**src/rtl/memory_arbiter.sv**
```systemverilog
// -----------------------------------------------------------------------------
// memory_arbiter
//   Round-robin arbiter in front of memory_controller. Four clients (0 fetch,
//   1 decode, 2 execute, 3 writeback) raise requests. One winner is granted and
//   drives the controller control lines for ACCESS_CYCLES cycles. Read data is
//   then captured, and the winner gets a one-cycle ack. Client address and
//   write-data buses bypass this block; only control is generated here.
//
// Ports
//   clk_i        system clock, all state on rising edge
//   reset_i      asynchronous active-high reset
//   req_i[3:0]   per-client request, held until the matching ack
//   we_i[3:0]    per-client op (1 = write, 0 = read), sampled at grant
//   mem_rdata_i  read data from the controller
//   mc_en_o      controller enable
//   mc_sel_o     controller port select
//   mc_read_o    controller read0..read3
//   mc_write_o   controller write0..write3
//   ack_o        one-cycle completion pulse to the granted client
//   rd_data_o    data of the last completed read
//   busy_o       high while a transaction is in ACCESS or RESP
// -----------------------------------------------------------------------------
module memory_arbiter #(
  parameter int DATA_WIDTH    = 8,
  parameter int ACCESS_CYCLES = 1
) (
  input  logic                  clk_i,
  input  logic                  reset_i,
  input  logic [3:0]            req_i,
  input  logic [3:0]            we_i,
  input  logic [DATA_WIDTH-1:0] mem_rdata_i,
  output logic                  mc_en_o,
  output logic [1:0]            mc_sel_o,
  output logic [3:0]            mc_read_o,
  output logic [3:0]            mc_write_o,
  output logic [3:0]            ack_o,
  output logic [DATA_WIDTH-1:0] rd_data_o,
  output logic                  busy_o
);

  localparam int CNT_W = $clog2(ACCESS_CYCLES + 1);
  localparam logic [CNT_W-1:0] CNT_LOAD = CNT_W'(ACCESS_CYCLES - 1);

  typedef enum logic [1:0] {
    IDLE   = 2'd0,
    ACCESS = 2'd1,
    RESP   = 2'd2
  } state_t;

  state_t                state_q, state_d;
  logic [1:0]            ptr_q, ptr_d;
  logic [CNT_W-1:0]      cnt_q, cnt_d;
  logic [1:0]            k_q, k_d;
  logic                  we_q, we_d;
  logic [DATA_WIDTH-1:0] rd_data_q, rd_data_d;

  // Registered output copies
  logic                  en_q, en_d;
  logic [1:0]            sel_q, sel_d;
  logic [3:0]            read_q, read_d;
  logic [3:0]            write_q, write_d;
  logic [3:0]            ack_q, ack_d;
  logic                  busy_q, busy_d;

  // Round-robin pick: the first requesting client at or after ptr, wrapping.
  logic [1:0] win;
  logic [1:0] scan_idx;
  logic       found;

  always_comb begin
    win      = ptr_q;
    scan_idx = '0;
    found    = 1'b0;
    for (int i = 0; i < 4; i++) begin
      scan_idx = ptr_q + 2'(i);
      if (!found && req_i[scan_idx]) begin
        win   = scan_idx;
        found = 1'b1;
      end
    end
  end

  // Next-state logic
  always_comb begin
    state_d   = state_q;
    ptr_d     = ptr_q;
    cnt_d     = cnt_q;
    k_d       = k_q;
    we_d      = we_q;
    rd_data_d = rd_data_q;
    unique case (state_q)
      IDLE: begin
        if (found) begin
          k_d     = win;
          we_d    = we_i[win];
          cnt_d   = CNT_LOAD;
          state_d = ACCESS;
        end
      end
      ACCESS: begin
        if (cnt_q == '0) begin
          if (!we_q) begin
            rd_data_d = mem_rdata_i;
          end
          // ptr only moves on a transaction that reaches completion
          ptr_d   = k_q + 2'd1;
          state_d = RESP;
        end else begin
          cnt_d = cnt_q - CNT_W'(1);
        end
      end
      RESP: begin
        state_d = IDLE;
      end
      default: begin
        state_d = IDLE;
      end
    endcase
  end

  // Outputs are decoded from the next state so the registered copies line up
  // with the state they describe.
  logic acc_d;
  logic resp_d;

  assign acc_d   = (state_d == ACCESS);
  assign resp_d  = (state_d == RESP);
  assign en_d    = acc_d;
  assign sel_d   = acc_d ? k_d : 2'd0;
  assign busy_d  = (state_d != IDLE);

  for (genvar gi = 0; gi < 4; gi++) begin : g_port
    assign read_d[gi]  = acc_d && !we_d && (k_d == 2'(gi));
    assign write_d[gi] = acc_d &&  we_d && (k_d == 2'(gi));
    assign ack_d[gi]   = resp_d && (k_d == 2'(gi));
  end

  always_ff @(posedge clk_i or posedge reset_i) begin
    if (reset_i) begin
      state_q   <= IDLE;
      ptr_q     <= '0;
      cnt_q     <= '0;
      k_q       <= '0;
      we_q      <= 1'b0;
      rd_data_q <= '0;
      en_q      <= 1'b0;
      sel_q     <= '0;
      read_q    <= '0;
      write_q   <= '0;
      ack_q     <= '0;
      busy_q    <= 1'b0;
    end else begin
      state_q   <= state_d;
      ptr_q     <= ptr_d;
      cnt_q     <= cnt_d;
      k_q       <= k_d;
      we_q      <= we_d;
      rd_data_q <= rd_data_d;
      en_q      <= en_d;
      sel_q     <= sel_d;
      read_q    <= read_d;
      write_q   <= write_d;
      ack_q     <= ack_d;
      busy_q    <= busy_d;
    end
  end

  assign mc_en_o    = en_q;
  assign mc_sel_o   = sel_q;
  assign mc_read_o  = read_q;
  assign mc_write_o = write_q;
  assign ack_o      = ack_q;
  assign rd_data_o  = rd_data_q;
  assign busy_o     = busy_q;

endmodule

```
**config.mk**
```make
export PLATFORM = sky130hd
export DESIGN_NAME = memory_arbiter
export DESIGN_NICKNAME = d
export VERILOG_FILES = /design/src/rtl/memory_arbiter.sv
export SDC_FILE = /design/constraint.sdc
export NUM_CORES = 1
export LEC_CHECK = 0
export ABC_AREA = 1
export BUFFER_PORTS_ARGS = -buffer_cell sky130_fd_sc_hd__buf_2
export CELL_PAD_IN_SITES_DETAIL_PLACEMENT = 0
export CELL_PAD_IN_SITES_GLOBAL_PLACEMENT = 1
export CORE_MARGIN = 10
export CORE_UTILIZATION = 34
export CTS_BUF_LIST = sky130_fd_sc_hd__clkbuf_16
export DETAILED_ROUTE_END_ITERATION = 8
export PLACE_DENSITY_LB_ADDON = 0.1
export SYNTH_ARGS = -nofsm -noshare
export SYNTH_HDL_FRONTEND = slang
export SYNTH_SLANG_ARGS = --single-unit
export TNS_END_PERCENT = 5
```
**constraint.sdc**
```tcl
create_clock -name clk_i -period 1.7 [get_ports clk_i]
set_input_delay 0.085 -clock clk_i [delete_from_list [all_inputs] [get_ports clk_i]]
set_output_delay 0.085 -clock clk_i [all_outputs]
set_load 0.02 [all_outputs]
```
==> flow_metrics.py, run 1 <==
metrics = {
    "cells_and_area": {
        "final_util_pct": 54.2,
        "seq_area_um2": 778,
        "final_net_count": 268,
        "stdcell_area_um2": 2380,
        "syn_to_final_growth_pct": 53.3,
        "fillCellCount": 422,
        "multi_input_area_um2": 862,
        "drive_above_1_share_pct": 57.4,
        "antennaDiodeCount": 0,
    },
    "min_path": {
        "min_path_type": "input pin to flip-flop",
        "min_path_cells": 2,
    },
    "floorplanning": {
        "die_w_um": 87.5,
        "initial_utilization_pct": 35.4,
        "core_um2": 4380,
        "row_count": 24,
        "dieArea_um2": 7660,
        "die_h_um": 87.5,
        "io_pins": 42,
    },
    "worst_setup_path": {
        "cp_top_family": "buffers and inverters",
        "worstSetupStartpointType": "flip-flop",
        "critPathMostFrequentCell": "o21ai_4",
        "crit_buf_inv": 4,
        "max_stage_delay_ps": 440,
        "cp.arrival_ps": 2090,
        "crit_path_end_kind": "flip-flop",
        "crit_slowest_cell": "dfrtp_2",
        "criticalPathCategory": "flip-flop to flip-flop",
        "cp_data_required_time_ps": 1860,
        "crit_fanout": 6,
        "crit_chain": "buf_2 > nand2_1 > nand2_1 > o21ai_4 > buf_4 > o21ai_4 > buf_4 > o21ai_4 > inv_2 > nand3_4 > nor2_1",
        "worst-path-stages": 11,
        "worstRegToRegCells": 11,
    },
    "cts": {
        "cts_max_level": 2,
        "cts_tree": "done",
        "clk_pin_slew_worst_paths_ps": 50,
        "cts_buffers": 5,
        "root_buffer": "clkbuf_16",
        "worstSkewPairLatency_ps": 270,
        "clk_path_buf_depth": 2,
        "clock_sinks": 31,
    },
    "synth": {
        "synth-seq-cells": 31,
        "netlist_area_um2": 1550,
        "yosysWarnings": 0,
        "synth_nets": 192,
        "yosysSeqAreaShare_pct": 50.0,
        "synth_area_per_cell_um2": 8.91,
        "syn_inst": 174,
        "ys_types": 21,
    },
    "run": {
        "maxCapViolCount": 0,
    },
    "timing": {
        "hold_viol": 0,
        "fin_crit_sh_pct": 114,
        "finalClockSkew_ps": 3.41,
        "tightestPinTransition_ps": 385,
        "max_slew_margin_pct": 74.3,
        "achievable-frequency_mhz": 516,
        "fin_ws_ps": -239,
        "whs_ps": 53.1,
        "setup_violations": 17,
        "rsz0062_at_grt": "yes",
        "slew_viol_final": 0,
        "fin_crit_ps": 1940,
    },
    "global_route": {
        "track_usage_pct": 10.4,
        "grt_pass1_wl_mm": 6.62,
        "grt_overflow": 0,
        "antenna_found_initial": 0,
        "grt_pass1_vias": 1431,
        "grt_start_max_net_pins": 32,
    },
    "status": {
        "status": "finished with violations",
        "violations": "negative setup slack",
    },
    "routing": {
        "firstDrtPassIters": 5,
        "drtIter0Drc": 63,
        "wl_per_cell_um": 13.0,
        "drc": 0,
        "totalWireLength_mm": 3.93,
        "vias": 1374,
        "vias_per_cell": 4.53,
        "ant_nets": 0,
    },
    "placed_design": {
        "io_buffer_count": 41,
        "placed_area_um2": 1940,
        "gp_congestion": 0.811,
        "hpwl_mm": 2.86,
    },
}
[synth_stat cells (all sizes together)]
| master | count | area share [%] |
|---|---|---|
| buf | 3 | 1.7 |
| nand4 | 2 | 0.81 |
| or2 | 1 | 0.40 |
| mux2 | 8 | 5.8 |
| nand3 | 23 | 9.0 |
| inv | 17 | 4.3 |
| nand2 | 68 | 19 |
| clkbuf | 1 | 0.24 |
| o21ai | 5 | 3.3 |
| nor2 | 14 | 4.4 |
| dfrtp | 31 | 50 |
| xnor2 | 1 | 0.57 |
[area by class of cell]
type                            count  area share [%]
Clock buffer                        5            5.27
Clock inverter                      3           0.527
Inverter                           17            3.21
Multi-Input combinational cell    122            36.3
Sequential cell                    31            32.8
Tap cell                           52            2.74
Timing Repair Buffer               73            19.2
[worst register-to-register path: stages (launching register included)]
cell     delay, ps
dfrtp_2        440
buf_2          170
nand2_1         70
nand2_1        100
o21ai_4        210
buf_4          160
o21ai_4         60
buf_4          160
o21ai_4        230
inv_2          100
nand3_4        100
nor2_1          50
[per-stage QoR]
step | setup slack (ps) | setup TNS (ps) | cells
2_1_floorplan | -61.5 | -587 | 174
3_3_place_gp | -308 | -3240 | 281
3_5_place_dp | -341 | -3930 | 281
4_1_cts | -222 | -2900 | 298
5_1_grt | -343 | -4760 | 303
6_report | -239 | -2740 | 303
[routing by layer]
layer / up-vias / routed length, um / GRT usage (%)
met5: - / 0 / 0
li1: 696 / - / -
met4: 0 / 35 / 2.46
met1: 631 / 1740 / 12.8
met2: 45 / 1780 / 15.9
met3: 2 / 372 / 5.15
[what timing repair did]
item	in CTS	in global routing
pin swaps	16	16
setup endpoints to repair	19	20
setup buffers	7	5
cloned	1	0
hold buffers	1	0
hold endpoints to repair	31	0
gates resized for setup	24	27
[kinds of logic after synthesis]
group,Yosys count,synth area share [%]
buffers and inverters,21,6.21
AND/OR/NAND/NOR,108,34.1
AO/OA/AOI/OAI,5,3.31
XOR/XNOR,1,0.565
flip-flops,31,50.0
multiplexers,8,5.81
[state kept, by name, indices dropped and copies added, names as in the netlist, 2 cells and up]
| signal | count |
|---|---|
| state_q | 2 |
| ptr_q | 2 |
| rd_data_o | 8 |
| ack_o | 4 |
| mc_read_o | 4 |
| mc_write_o | 4 |
| k_q | 2 |
| mc_sel_o | 2 |
[worst paths after layout]
check,startpoint,endpoint,slack [ps]
min in group asynchronous,reset_i,rd_data_o[0],440
hold / removal,mem_rdata_i[7],rd_data_o[7],50
setup reg to reg,ptr_q[0],ack_o[0],-240
hold reg to reg,we_q,we_q,470
setup / recovery,ptr_q[0],ack_o[0],-240
max in group asynchronous,reset_i,ptr_q[0],960
[cell usage in the layout (no fill, tap or decap)]
cell           Yosys  final
nand3_2            5      7
buf_2              0     42
clkinv_4           0      1
nand3_1           18     12
nand4_1            2      2
nand3_4            0      4
inv_2              3      2
inv_1             13     14
mux2_2             8      8
dfrtp_1           31     29
nand2_4            2     11
nand2_2           12     20
inv_6              0      1
clkinv_2           0      1
or2_2              1      1
nor2_8             1      1
o21ai_0            2      2
dlygate4sd3_1      0      1
buf_6              1      3
nor2_1            13     10
inv_4              1      1
o21ai_4            2      3
dfrtp_2            0      2
xnor2_1            1      1
nand2_1           54     36
clkbuf_16          0      5
nand2_8            0      1
nor2_2             0      2
buf_4              2     27
nor2_4             0      1
Power of run 1 is left out: the tool's default activity adds up to more than one toggle a clock period on the data nets, which glitch-free logic cannot reach.
==> run 2: changes to the inputs <==
--- a/config.mk
+++ b/config.mk
@@ -13,7 +13,7 @@
 export CORE_UTILIZATION = 34
 export CTS_BUF_LIST = sky130_fd_sc_hd__clkbuf_16
 export DETAILED_ROUTE_END_ITERATION = 8
-export PLACE_DENSITY_LB_ADDON = 0.1
+export PLACE_DENSITY = 0.86
 export SYNTH_ARGS = -nofsm -noshare
 export SYNTH_HDL_FRONTEND = slang
 export SYNTH_SLANG_ARGS = --single-unit
==> run 2 against run 1 <==
The flow still finishes with violations (negative setup slack). Sequential share of layout area rose by 3.2 points. Worst setup slack improved by 90 ps. Routed wire length fell by 9.9%. Critical path depth rose by 3. First-iteration DRC count fell by 62%. Core utilization fell by 4.8 points. Cell area fell by 8.8%. Count of clock-buffer cells in the layout did not move. Final cell count fell by 3.0%. Clock skew fell by 1.9 ps. Die area did not move. Sequential cell count did not move. Largest cell class is now flip-flops and latches.
==> flow_metrics.py, run 2 (synthesis gave the netlist of run 1 again) <==
metrics = {
    "status": {
        "status": "finished with violations",
        "violations": "negative setup slack",
    },
    "floorplanning": {
        "row_count": 24,
        "die_w_um": 87.5,
        "dieArea_um2": 7660,
        "initial_utilization_pct": 35.4,
        "die_h_um": 87.5,
        "core_um2": 4380,
        "io_pins": 42,
    },
    "worst_setup_path": {
        "crit_buf_inv": 2,
        "crit_chain": "inv_4 > nand2_1 > nand2_2 > nand2_2 > nand2_4 > nand2_1 > nand2_1 > nand2_1 > nand2_2 > nand2_4 > o21ai_4 > inv_2 > nand3_2 > nor2_1",
        "cp.arrival_ps": 2010,
        "crit_slowest_cell": "dfrtp_2",
        "cp_data_required_time_ps": 1860,
        "r2r-start": "ptr_q[0]",
        "crit_fanout": 11,
        "cp_top_family": "simple AND/OR/NAND/NOR gates",
        "startpoint": "ptr_q[0]",
        "worstSetupStartpointType": "flip-flop",
        "max_stage_delay_ps": 440,
        "crit_path_end_kind": "flip-flop",
        "criticalPathCategory": "flip-flop to flip-flop",
        "critPathMostFrequentCell": "nand2_1",
    },
    "routing": {
        "ant_nets": 0,
        "totalWireLength_mm": 3.54,
        "wl_per_cell_um": 12.0,
        "vias_per_cell": 4.48,
        "drc": 0,
        "vias": 1317,
        "drtIter0Drc": 24,
        "firstDrtPassIters": 4,
    },
    "timing": {
        "setup_violations": 17,
        "fin_crit_sh_pct": 109,
        "fin_ws_ps": -149,
        "achievable-frequency_mhz": 541,
        "hold_viol": 0,
        "slew_viol_final": 0,
        "fin_crit_ps": 1850,
        "fin_setup_tns_ps": -1890,
        "tightestPinTransition_ps": 377,
        "max_slew_margin_pct": 74.9,
        "rsz0062_at_grt": "yes",
        "finalClockSkew_ps": 1.48,
    },
    "cts": {
        "root_buffer": "clkbuf_16",
        "cts_buffers": 5,
        "clk_pin_slew_worst_paths_ps": 50,
        "clock_sinks": 31,
        "cts_max_level": 2,
        "cts_tree": "done",
        "worstSkewPairLatency_ps": 270,
        "clk_path_buf_depth": 2,
    },
    "global_route": {
        "grt_pass1_vias": 1320,
        "grt_overflow": 0,
        "grt_start_max_net_pins": 32,
        "grt_pass1_wl_mm": 5.84,
        "track_usage_pct": 9.29,
        "antenna_found_initial": 0,
    },
    "placed_design": {
        "placed_area_um2": 1940,
        "hpwl_mm": 2.76,
        "io_buffer_count": 41,
        "gp_congestion": 0.810,
    },
    "cells_and_area": {
        "largest_reg_flops": 8,
        "final_net_count": 260,
        "drive_above_1_share_pct": 48.3,
        "stdcell_area_um2": 2170,
        "fillCellCount": 406,
        "syn_to_final_growth_pct": 39.7,
        "antennaDiodeCount": 0,
        "layout_commonest_cell": "nand2_1",
        "final_cell_mix": "48 x nand2_1, 41 x buf_2, 29 x dfrtp_1",
    },
    "min_path": {
        "min_path_type": "input pin to flip-flop",
        "min_from": "mem_rdata_i[3]",
    },
    "power": {
        "total_power_mw": 5.43,
        "p_leak_nw": 1.21,
        "power.density_nw_per_um2": 2510,
        "peakVddDrop_v": 0.000916,
    },
    "run": {
        "maxCapViolCount": 0,
    },
}
run 2: changes by cell type in the layout (fill, tap and decap cells not counted), moves of 2 or more:
cell,previous run,this run
nand3_1,12,16
nor2_1,10,12
buf_4,27,22
nand2_4,11,5
nand2_1,36,48
nand2_2,20,15
nand3_4,4,1
buf_6,3,1
run 2: final timing paths:
check | endpoint | slack, ps | depth (start not counted)
setup / recovery | mc_write_o[0] | -150 | 14
hold / removal | rd_data_o[3] | 50 | 2
setup reg to reg | mc_write_o[0] | -150 | 14
hold reg to reg | we_q | 480 | 2
max in group asynchronous | ptr_q[0] | 970 | 4
min in group asynchronous | mc_en_o | 440 | 4
run 2: final cells by class:
type                       instances  area [um2]  area share [%]
multi-input combinational        122         728            33.6
clock buffer                       5         125            5.78
clock inverter                     2        8.76           0.404
inverter                          17        68.8            3.18
tap                               52        65.1            3.00
timing repair buffer              65         392            18.1
sequential                        31         778            35.9
run 2: worst register-to-register path, cell delays in order (launching register included):
cell	delay [ps]
dfrtp_2	440
inv_4	130
nand2_1	80
nand2_2	110
nand2_2	70
nand2_4	110
nand2_1	70
nand2_1	60
nand2_1	60
nand2_2	100
nand2_4	70
o21ai_4	210
inv_2	80
nand3_2	90
nor2_1	50
run 2: layer usage:
layer / GRT usage [%] / vias up / part of all wire, %
met3: 3.37 / 6 / 9.0
met2: 16.2 / 37 / 48
met4: 3.91 / 0 / 1.7
li1: - / 683 / -
met1: 9.85 / 591 / 41
met5: 0 / - / 0
run 2: repair_timing:
| item | CTS | global route |
|---|---|---|
| endpoints found under the setup margin | 19 | 19 |
| hold buffers | 1 | 0 |
| pin swaps | 5 | 1 |
| buffers inserted | 5 | 0 |
| endpoints found under the hold margin | 31 | 0 |
| resized for setup | 11 | 2 |
run 2: power by group:
group | internal (mW) | total (mW) | switching, mW
sequential | 1.07 | 1.23 | 0.157
combinational | 1.37 | 3.40 | 2.03
clock | 0.523 | 0.801 | 0.278
run 2: stage by stage:
| step | hold WS, ps | setup slack, ps | instances | utilization (%) |
|---|---|---|---|---|
| CTS | 42.9 | -156 | 294 | 49.3 |
| floorplan | 189 | -61.5 | 174 | - |
| global placement | 175 | -279 | 281 | 44.2 |
| global route | 46.5 | -304 | 294 | 49.4 |
| detailed placement | 178 | -316 | 281 | 44.2 |
| finish | 45.0 | -149 | 294 | 49.4 |
No activity file was read; power rests on OpenSTA's default activity.
